## config.mk

```make
export PLATFORM = sky130hd
export DESIGN_NAME = box_overlap
export DESIGN_NICKNAME = d
export VERILOG_FILES = /design/src/rtl/collision_pkg.sv /design/src/rtl/box_overlap.sv
export SDC_FILE = /design/constraint.sdc
export NUM_CORES = 1
export LEC_CHECK = 0
export BUFFER_PORTS_ARGS = -buffer_cell sky130_fd_sc_hd__buf_2
export CAP_MARGIN = 20
export CORE_MARGIN = 4
export CORE_UTILIZATION = 45
export DETAILED_ROUTE_END_ITERATION = 16
export PLACE_DENSITY = 0.72
export SLEW_MARGIN = 10
export SYNTH_ARGS = -nofsm -noshare
export SYNTH_HDL_FRONTEND = slang
export SYNTH_SLANG_ARGS = --single-unit
```

## constraint.sdc

```tcl
create_clock -name vclk -period 4.2
set_input_delay 0.21 -clock vclk [all_inputs]
set_output_delay 0.21 -clock vclk [all_outputs]
set_load 0.1 [all_outputs]
```

## src/rtl/collision_pkg.sv

```systemverilog
// collision_pkg
//   Shared types and helpers for collision checking. The renderer debug
//   overlay reuses collision_box_t and overlap(), so both live here rather
//   than inside the checker.
//   Contents:
//     COLLISION_BOX_COUNT - detailed boxes per obstacle (mirrors the horizon
//                           block's obstacle box count)
//     collision_box_t     - one axis-aligned box in absolute screen coordinates
//     check_state_t       - collision_checker FSM states
//     overlap()           - strict-overlap test between two boxes
package collision_pkg;

    localparam int COLLISION_BOX_COUNT = 5;

    typedef struct packed {
        logic signed [10:0] x_pos;
        logic        [9:0]  y_pos;
        logic        [9:0]  width;
        logic        [9:0]  height;
    } collision_box_t;

    typedef enum logic [1:0] {
        ST_IDLE,
        ST_OUTER,
        ST_INNER,
        ST_DONE
    } check_state_t;

    // Boxes that merely touch do not overlap (strict '<'). A box with zero
    // width or height never overlaps anything, which lets unused slots be
    // parked as all-zero boxes.
    function automatic logic overlap(input collision_box_t a, input collision_box_t b);
        logic signed [12:0] ax, ay, aw, ah;
        logic signed [12:0] bx, by, bw, bh;
        logic               hit;
        // 13-bit signed terms: sign-extend x, zero-extend the unsigned fields,
        // so x+width never wraps and negative x compares correctly.
        ax = {{2{a.x_pos[10]}}, a.x_pos};
        bx = {{2{b.x_pos[10]}}, b.x_pos};
        ay = {3'b000, a.y_pos};
        by = {3'b000, b.y_pos};
        aw = {3'b000, a.width};
        bw = {3'b000, b.width};
        ah = {3'b000, a.height};
        bh = {3'b000, b.height};
        hit = (ax < bx + bw) && (bx < ax + aw) &&
              (ay < by + bh) && (by < ay + ah);
        if (a.width == '0 || a.height == '0 || b.width == '0 || b.height == '0) begin
            hit = 1'b0;
        end
        return hit;
    endfunction

endpackage

```

## src/rtl/box_overlap.sv

```systemverilog
// box_overlap
//   Combinational comparator for one pair of collision boxes.
//   Ports:
//     a, b - boxes to compare (absolute coordinates)
//     hit  - high when the boxes strictly overlap
module box_overlap
    import collision_pkg::*;
(
    input  collision_box_t a,
    input  collision_box_t b,
    output logic           hit
);

    assign hit = overlap(a, b);

endmodule

```

* After elaboration in Yosys (flattened, before gate mapping)
Index checks and enable logic that the tools add are counted.
Word-level totals: RAM bits 0, output and inout bits 1, bits in registers 0, logic and storage cells 19, memories 0, bits in latches 0, memory bits (read-only) 0
Cells by class: equality and inequality tests 0, reductions and logical operators 10, divide/modulo/power cells 0, $lt $le $gt $ge 4, shift operators 0, muxes and demuxes 1, multipliers 0, add/subtract/negate cells 4, bitwise gates (word level) 0
Operators with widths (count):
- logical NOT 10 bit | 4
- adder 11 x 11 -> 12 bit | 2
- less-than comparator 11 x 12 -> 1 bit | 2
- adder 10 x 10 -> 11 bit | 2
- less-than comparator 10 x 11 -> 1 bit | 2
- logical AND 1 bit | 3
- logical OR 1 bit | 3
- 2-to-1 mux 1 bit | 1

* Longest topological paths before layout
Gate-level depths: netlist of the first run.
word-level depth 6, mapped depth 15

* Least setup slack after synthesis of the first run
Ideal clock, no wire load.
kind input to output, from input b[10] in the netlist's numbering, to output hit, arrival time 5.648 ns, path buffers 0, stages on the path 14, data required time 3.990 ns, setup slack -1.658 ns, cells stage by stage ha_1 fa_1 a21oi_1 nor2b_1 o31a_1 or4_1 and3_1 a311oi_2 ha_1 a211oi_1 o211ai_1 a32oi_1 nand4_1 nor4_1
Between the ends: word-level cells in the longest chain between the ends 6
RTL lines:
- from (decl) | RTL line box_overlap.sv:10 | input collision_box_t b,
- adder 11 x 11 -> 12 bit | RTL line collision_pkg.sv:46 | hit = (ax < bx + bw) && (bx < ax + aw) &&
- less-than comparator 11 x 12 -> 1 bit | RTL line collision_pkg.sv:46
- logical AND 1 bit (2 in a row) | RTL line collision_pkg.sv:46
- logical AND 1 bit | RTL line collision_pkg.sv:47 | (ay < by + bh) && (by < ay + ah);
- 2-to-1 mux 1 bit (*) | RTL line collision_pkg.sv:48 | if (a.width == '0 || a.height == '0 || b.width == '0 || b.height == '0) begin
- to (decl) | RTL line box_overlap.sv:11 | output logic hit
Every way passes the cells marked *; elsewhere a longest branch is shown, timed or not.

* Worst setup path in the final report of the first run
Same ends and word-level chain as after synthesis.

==> results of run 1 <==
[metal layers]
metal	part of all wire	vias to the layer above	GRT usage
met5	0	-	0
met4	0.0058	0	0.0117
met3	0.067	4	0.0158
met2	0.49	81	0.349
met1	0.44	1206	0.218
li1	-	1443	-
[worst min path at each step]
| stage | from | to | slack (ns) | cells past startpoint |
|---|---|---|---|---|
| CTS | b[19] | hit | 1.11 | 6 |
| floorplan | b[5] | hit | 0.80 | 4 |
| finish | b[19] | hit | 1.09 | 6 |
| detailed placement | a[35] | hit | 1.11 | 6 |
| global route | b[19] | hit | 1.13 | 6 |
| global placement | b[19] | hit | 1.09 | 6 |
[kinds of logic after synthesis]
logic type	count (synthesis)
buf+inv	15
simple gates	113
fa+ha+maj	84
compound gates	91
xor+xnor	30
[worst max-delay path, cell delays in order]
cell                       delay (ns)
sky130_fd_sc_hd__buf_2           0.11
sky130_fd_sc_hd__ha_1            0.22
sky130_fd_sc_hd__fa_1            0.41
sky130_fd_sc_hd__a21oi_1         0.15
sky130_fd_sc_hd__nor2b_1         0.08
sky130_fd_sc_hd__o31a_1          0.25
sky130_fd_sc_hd__or4_1           0.43
sky130_fd_sc_hd__and3_1          0.18
sky130_fd_sc_hd__a311oi_2        0.20
sky130_fd_sc_hd__ha_1            0.28
sky130_fd_sc_hd__a211oi_1        0.26
sky130_fd_sc_hd__o211ai_1        0.13
sky130_fd_sc_hd__a32oi_1         0.17
sky130_fd_sc_hd__nand4_1         0.18
sky130_fd_sc_hd__nor4_4          0.23
sky130_fd_sc_hd__buf_12          0.21
[power by group]
| group | internal [mW] | switching [mW] |
|---|---|---|
| combinational | 0.235 | 0.272 |
| clock | 0 | 0 |
| sequential | 0 | 0 |
| total | 0.235 | 0.272 |
[cell usage in the layout (no fill, tap or decap), types with 2 or more instances in the layout]
cell type                   instances
sky130_fd_sc_hd__a2111oi_0          2
sky130_fd_sc_hd__o21a_1             6
sky130_fd_sc_hd__o2111ai_1          2
sky130_fd_sc_hd__or4_1              5
sky130_fd_sc_hd__fa_1               4
sky130_fd_sc_hd__nor3_1            12
sky130_fd_sc_hd__nand3_1            7
sky130_fd_sc_hd__o21bai_1           3
sky130_fd_sc_hd__ha_1              80
sky130_fd_sc_hd__a21oi_1           23
sky130_fd_sc_hd__a211oi_1           3
sky130_fd_sc_hd__inv_1             15
sky130_fd_sc_hd__buf_2             82
sky130_fd_sc_hd__nor2_1            36
sky130_fd_sc_hd__a31oi_1            4
sky130_fd_sc_hd__o211ai_1           4
sky130_fd_sc_hd__nor4_1            10
sky130_fd_sc_hd__xor2_1            21
sky130_fd_sc_hd__and3_1             3
sky130_fd_sc_hd__nand2b_1          14
sky130_fd_sc_hd__nand4_1            4
sky130_fd_sc_hd__o21ai_0            9
sky130_fd_sc_hd__o21ai_1            8
sky130_fd_sc_hd__o31a_1             2
sky130_fd_sc_hd__or3_1              2
sky130_fd_sc_hd__a21boi_1           3
sky130_fd_sc_hd__a31o_1             4
sky130_fd_sc_hd__xnor2_1            9
sky130_fd_sc_hd__nand2_1           13
sky130_fd_sc_hd__nor2b_1            3
sky130_fd_sc_hd__a21o_1             9
[cell type report]
type	instances	area [µm²]
fillers	530	2430
inverters	15	56.3
multi-input cells	318	2540
well taps	72	90.1
repair buffers	83	430
[through the flow]
step | total power [mW] | cells
4_1_cts | 0.509 | 488
2_1_floorplan | 0.364 | 333
5_1_grt | 0.577 | 488
3_5_place_dp | 0.505 | 488
3_3_place_gp | 0.494 | 488
6_report | 0.506 | 488
==> summary.json, run 1 <==
{
  "setup_path": {
    "critPathCapture": "hit",
    "path_class": "input pin to primary output",
    "timing.critical_path.from_type": "input pin",
    "required_ns": 3.99,
    "worst_ep_arrival_time_ns": 3.72,
    "startpoint": "b[10]",
    "critPathCaptureType": "primary output",
    "timing.critical_path.fanout_max": 2
  },
  "clock_network": {
    "cts_resized": 0,
    "cts_post_setup_buffers_inserted": 0,
    "postCtsHoldBufs": 0
  },
  "worst_hold_path": {
    "min-delay-path-class": "input pin to primary output"
  },
  "synthesis": {
    "ys_top_cells_by_count": "80 x sky130_fd_sc_hd__ha_1, 36 x sky130_fd_sc_hd__nor2_1, 23 x sky130_fd_sc_hd__a21oi_1",
    "syn_area_mm2": 0.00258,
    "syn_area_per_cell_um2": 7.74,
    "dominant_combinational_cell_family_by_area_after_synthesis": "adder cells",
    "synth_top_area_share": 0.388,
    "yosysSeqAreaShare": 0,
    "yosysTopAreaCell": "sky130_fd_sc_hd__ha_1",
    "synth_adder_area_share": 0.419,
    "yosysUniqueCellTypes": 42,
    "cell_with_the_most_instances_after_synthesis": "sky130_fd_sc_hd__ha_1",
    "synthesized_area_fraction_occupied_by_ao_oa_aoi_and_oai_cells": 0.236,
    "synthTopCellsByArea": "sky130_fd_sc_hd__ha_1 39%, sky130_fd_sc_hd__xor2_1 7.1%, sky130_fd_sc_hd__nor2_1 5.2%",
    "netlist_instances": 333,
    "yosys_warnings": 0,
    "synth.net_count": 499,
    "yosys-mux-area-fraction": 0,
    "synthXorXnorAreaFrac": 0.102,
    "synth-simple-area-share": 0.221
  },
  "sta": {
    "final_max_tran_viols": 0,
    "finalHoldViolations": 0,
    "slew_headroom": 0.678,
    "layout_setup_ws_ns": 0.272,
    "fin_worst_hold_slack_ns": 1.09,
    "setup_violating_endpoint_count_in_the_final_report": 0,
    "unrepaired_setup_endpoints_after_global_routing": "false",
    "timing.setup.tns_ns": 0,
    "maxClockFrequency_mhz": 255,
    "layout_min_cycle_time_ns": 3.93,
    "timing_worst_slew_pin_value_ns": 0.478,
    "timing.final.crit_share": 0.935
  },
  "global_routing": {
    "grt_pass1_wl_um": 11000,
    "grt.overflow.total": 0,
    "grt_start_max_net_pins": 7,
    "grt_use_total": 0.178,
    "first_global_vias": 2752,
    "number_of_antenna_violations_at_the_first_check_in_global_routing": 0
  },
  "route": {
    "drt_wl_total_um": 6570,
    "post_drt_via_cell_ratio": 5.60,
    "number_of_design_rule_violations_left_by_the_first_detailed_router_iteration": 61,
    "detail_route.first_pass.iterations": 4,
    "final_antenna_net_count": 0,
    "vias": 2734,
    "routed_wire_length_per_instance_um": 13.5,
    "drc": 0
  },
  "die": {
    "chipHeight_um": 83.7,
    "floorplan.io_pins": 83,
    "start_util": 0.465,
    "fp.dieW_um": 83.7,
    "area_enclosed_by_the_die_boundary_mm2": 0.00700,
    "floorplan.core_area_mm2": 0.00554,
    "row_count": 27
  },
  "layout": {
    "area_delta_synth_final_pct": 20.8,
    "fraction_of_layout_instances_using_a_drive_strength_above_1": 0.204,
    "antenna-diode-count": 0,
    "final_net_count": 584,
    "num-clock-buffers": 0,
    "final_cell_area_mm2": 0.00311,
    "final_core_util": 0.562,
    "seq_cell_count": 0,
    "layout.area.seq_um2": 0
  },
  "run": {
    "max_cap_violations": 0
  },
  "power_and_ir_drop": {
    "power-per-cell-area_mw_per_mm2": 163,
    "irDropWorstVdd_v": 0.0000711,
    "static-leakage-power_nw": 1.59
  },
  "placement": {
    "detailedPlace.worstSlack_ns": 0.265,
    "dpl_cell_area_mm2": 0.00311,
    "port_buffers": 83,
    "place.gp.congestion": 0.877,
    "hpwl_um": 6040
  },
  "outcome": {
    "status": "finished clean"
  }
}
Power figures use the tool's default switching activity.
==> run 2, diff against run 1 <==
Settings changed: CORE_UTILIZATION 45 to 55, PLACE_DENSITY 0.72 to 0.86.
==> run 2 against run 1 <==
Compared with the run above: count of clock-buffer cells in the layout did not move; combinational power rose by 1%; fmax barely moved; worst setup slack improved by 0.0023 ns; largest cell class unchanged; largest power group unchanged.
==> summary.json, run 2 (synthesis results as in run 1) <==
{
  "die": {
    "fp.dieW": {"value": 76.5, "unit": "µm", "change": "-8.6%"},
    "row_count": {"value": 24, "change": "-11%"},
    "area_enclosed_by_the_die_boundary": {"value": 0.00585, "unit": "mm²", "change": "-17%"},
    "chipHeight": {"value": 76.5, "unit": "µm", "change": "-8.6%"},
    "floorplan.io_pins": {"value": 83, "change": "unchanged"},
    "floorplan.core_area": {"value": 0.00444, "unit": "mm²", "change": "-20%"},
    "start_util": {"value": 0.580, "change": "+0.115"}
  },
  "sta": {
    "timing_worst_slew_pin_value": {"value": 0.552, "unit": "ns", "change": "+0.0735 ns"},
    "setup_violating_endpoint_count_in_the_final_report": {"value": 0, "change": "unchanged"},
    "timing.final.crit_share": {"value": 0.935, "change": "about the same"},
    "finalHoldViolations": {"value": 0, "change": "unchanged"},
    "layout_min_cycle_time": {"value": 3.93, "unit": "ns", "change": "-0.00231 ns"},
    "slew_headroom": {"value": 0.629, "change": "-0.0495"},
    "unrepaired_setup_endpoints_after_global_routing": "false",
    "maxClockFrequency": {"value": 255, "unit": "MHz", "change": "about the same"},
    "layout_setup_ws": {"value": 0.275, "unit": "ns", "change": "+0.00231 ns"},
    "timing.setup.tns": {"value": 0, "unit": "ns", "change": "unchanged"},
    "final_max_tran_viols": {"value": 0, "change": "unchanged"}
  },
  "placement": {
    "hpwl": {"value": 6010, "unit": "µm", "change": "-0.45%"},
    "detailedPlace.worstSlack": {"value": 0.313, "unit": "ns", "change": "+0.0471 ns"},
    "port_buffers": {"value": 83, "change": "unchanged"},
    "place.gp.congestion": {"value": 0.867, "change": "-1.1%"}
  },
  "worst_hold_path": {
    "min-delay-path-class": "input pin to primary output",
    "hold-path-cell-count": {"value": 6, "change": "unchanged"}
  },
  "layout": {
    "final_net_count": {"value": 584, "change": "unchanged"},
    "fraction_of_layout_instances_using_a_drive_strength_above_1": {"value": 0.209, "change": "+0.00481"},
    "num-clock-buffers": {"value": 0, "change": "unchanged"},
    "layout.area.seq": {"value": 0, "unit": "µm²", "change": "unchanged"},
    "final_cell_mix": "82 x sky130_fd_sc_hd__buf_2, 80 x sky130_fd_sc_hd__ha_1, 36 x sky130_fd_sc_hd__nor2_1, 23 x sky130_fd_sc_hd__a21oi_1, 21 x sky130_fd_sc_hd__xor2_1",
    "most_common_library_cell_in_the_layout_ignoring_fill_and_taps": "sky130_fd_sc_hd__buf_2",
    "fillers": {"value": 386, "change": "-27%"},
    "antenna-diode-count": {"value": 0, "change": "unchanged"},
    "area_delta_synth_final_pct": 20.1,
    "seq_cell_count": {"value": 0, "change": "unchanged"}
  },
  "route": {
    "number_of_design_rule_violations_left_by_the_first_detailed_router_iteration": {"value": 126, "change": "+110%"},
    "routed_wire_length_per_instance": {"value": 14.1, "unit": "µm", "change": "+4.7%"},
    "final_antenna_net_count": {"value": 0, "change": "unchanged"},
    "post_drt_via_cell_ratio": {"value": 5.94, "change": "+6.0%"},
    "drt_wl_total": {"value": 6600, "unit": "µm", "change": "+0.46%"},
    "vias": {"value": 2779, "change": "+1.6%"},
    "detail_route.first_pass.iterations": {"value": 4, "change": "unchanged"},
    "drc": {"value": 0, "change": "unchanged"}
  },
  "setup_path": {
    "crit_path_max_incr_delay": {"value": 0.43, "unit": "ns", "change": "about the same"},
    "crit_path_cell_trace": "buf_2 -> ha_1 -> fa_2 -> a21oi_1 -> nor2b_1 -> o31a_1 -> or4_1 -> and3_1 -> a311oi_2 -> ha_1 -> a211oi_2 -> o211ai_1 -> a32oi_1 -> nand4_1 -> nor4_4 -> buf_12",
    "critPathMostFrequentCell": "sky130_fd_sc_hd__ha_1",
    "required": {"value": 3.99, "unit": "ns", "change": "about the same"},
    "timing.critical_path.fanout_max": {"value": 2, "change": "unchanged"},
    "worst_ep_arrival_time": {"value": 3.72, "unit": "ns", "change": "about the same"},
    "critPathCaptureType": "primary output",
    "slowest_stage": "sky130_fd_sc_hd__or4_1",
    "path_class": "input pin to primary output",
    "timing.critical_path.from_type": "input pin"
  },
  "power_and_ir_drop": {
    "power.combinational.fraction": {"value": 1.000, "change": "about the same"},
    "power.switching": {"value": 0.275, "unit": "mW", "change": "+1.3%"},
    "internal_power": {"value": 0.236, "unit": "mW", "change": "+0.50%"},
    "irDropWorstVdd": {"value": 0.0000825, "unit": "V", "change": "+16%"},
    "static-leakage-power": {"value": 1.59, "unit": "nW", "change": "about the same"},
    "power_frac_seq": {"value": 0, "change": "unchanged"},
    "netSwitchingFraction": {"value": 0.538, "change": "+0.00197"},
    "power_frac_clock": {"value": 0, "change": "unchanged"},
    "power.total": {"value": 0.511, "unit": "mW", "change": "+0.92%"},
    "power-per-cell-area": {"value": 165, "unit": "mW/mm²", "change": "+1.5%"}
  },
  "global_routing": {
    "grt_pass1_wl": {"value": 11500, "unit": "µm", "change": "+5.0%"},
    "first_global_vias": {"value": 2880, "change": "+4.7%"},
    "number_of_antenna_violations_at_the_first_check_in_global_routing": {"value": 0, "change": "unchanged"},
    "grt_start_max_net_pins": {"value": 7, "change": "unchanged"},
    "grt_use_total": {"value": 0.225, "change": "+0.0464"},
    "grt.overflow.total": {"value": 0, "change": "unchanged"}
  },
  "outcome": {
    "status": "finished clean"
  },
  "clock_network": {
    "postCtsHoldBufs": {"value": 0, "change": "unchanged"},
    "cts_post_setup_buffers_inserted": {"value": 0, "change": "unchanged"}
  },
  "run": {
    "max_cap_violations": {"value": 0, "change": "unchanged"}
  }
}
[run 2: worst paths after layout]
check  startpoint  end  slack, ns
min         b[19]  hit       1.11
max         b[10]  hit       0.27
[run 2: what timing repair did]
item | 4_1_cts | 5_1_grt
endpoints found under the setup margin | 0 | 1
resized for setup | 0 | 2
hold endpoints to repair | 0 | 0
[run 2: metal layers]
| layer | vias to the layer above | track usage | share of wire |
|---|---|---|---|
| li1 | 1456 | - | - |
| met1 | 1240 | 0.266 | 0.44 |
| met2 | 71 | 0.433 | 0.48 |
| met3 | 12 | 0.0177 | 0.049 |
| met4 | 0 | 0.0507 | 0.024 |
| met5 | - | 0 | 0 |
[run 2: through the flow]
stage | hold slack [ns] | std cells | utilization | instance area (µm²)
4_1_cts | 1.09 | 468 | 0.695 | 3090
5_1_grt | 1.19 | 468 | 0.697 | 3100
2_1_floorplan | 0.805 | 333 | - | 2590
3_3_place_gp | 1.08 | 468 | 0.695 | 3090
6_report | 1.11 | 468 | 0.697 | 3100
3_5_place_dp | 1.09 | 468 | 0.695 | 3090
[run 2: cell type report]
type / instances / area, µm² / area share
multi-input combinational: 318 / 2540 / 0.822
timing repair buffer: 83 / 430 / 0.139
tap: 52 / 65.1 / 0.0210
inverter: 15 / 56.3 / 0.0182
[run 2: worst max-delay path, delay by kind of cell]
| kind | cells | cell delay (ns) |
|---|---|---|
| compound gates | 6 | 1.09 |
| simple gates | 5 | 1.23 |
| fa+ha+maj | 3 | 0.85 |
| buf+inv | 2 | 0.32 |
[run 2: power groups by stage]
| stage | clock, mW | sequential [mW] | combinational (mW) |
|---|---|---|---|
| finish | 0 | 0 | 0.511 |
| global route | 0 | 0 | 0.585 |
| CTS | 0 | 0 | 0.508 |
| detailed placement | 0 | 0 | 0.505 |
| global placement | 0 | 0 | 0.488 |
| floorplan | 0 | 0 | 0.364 |
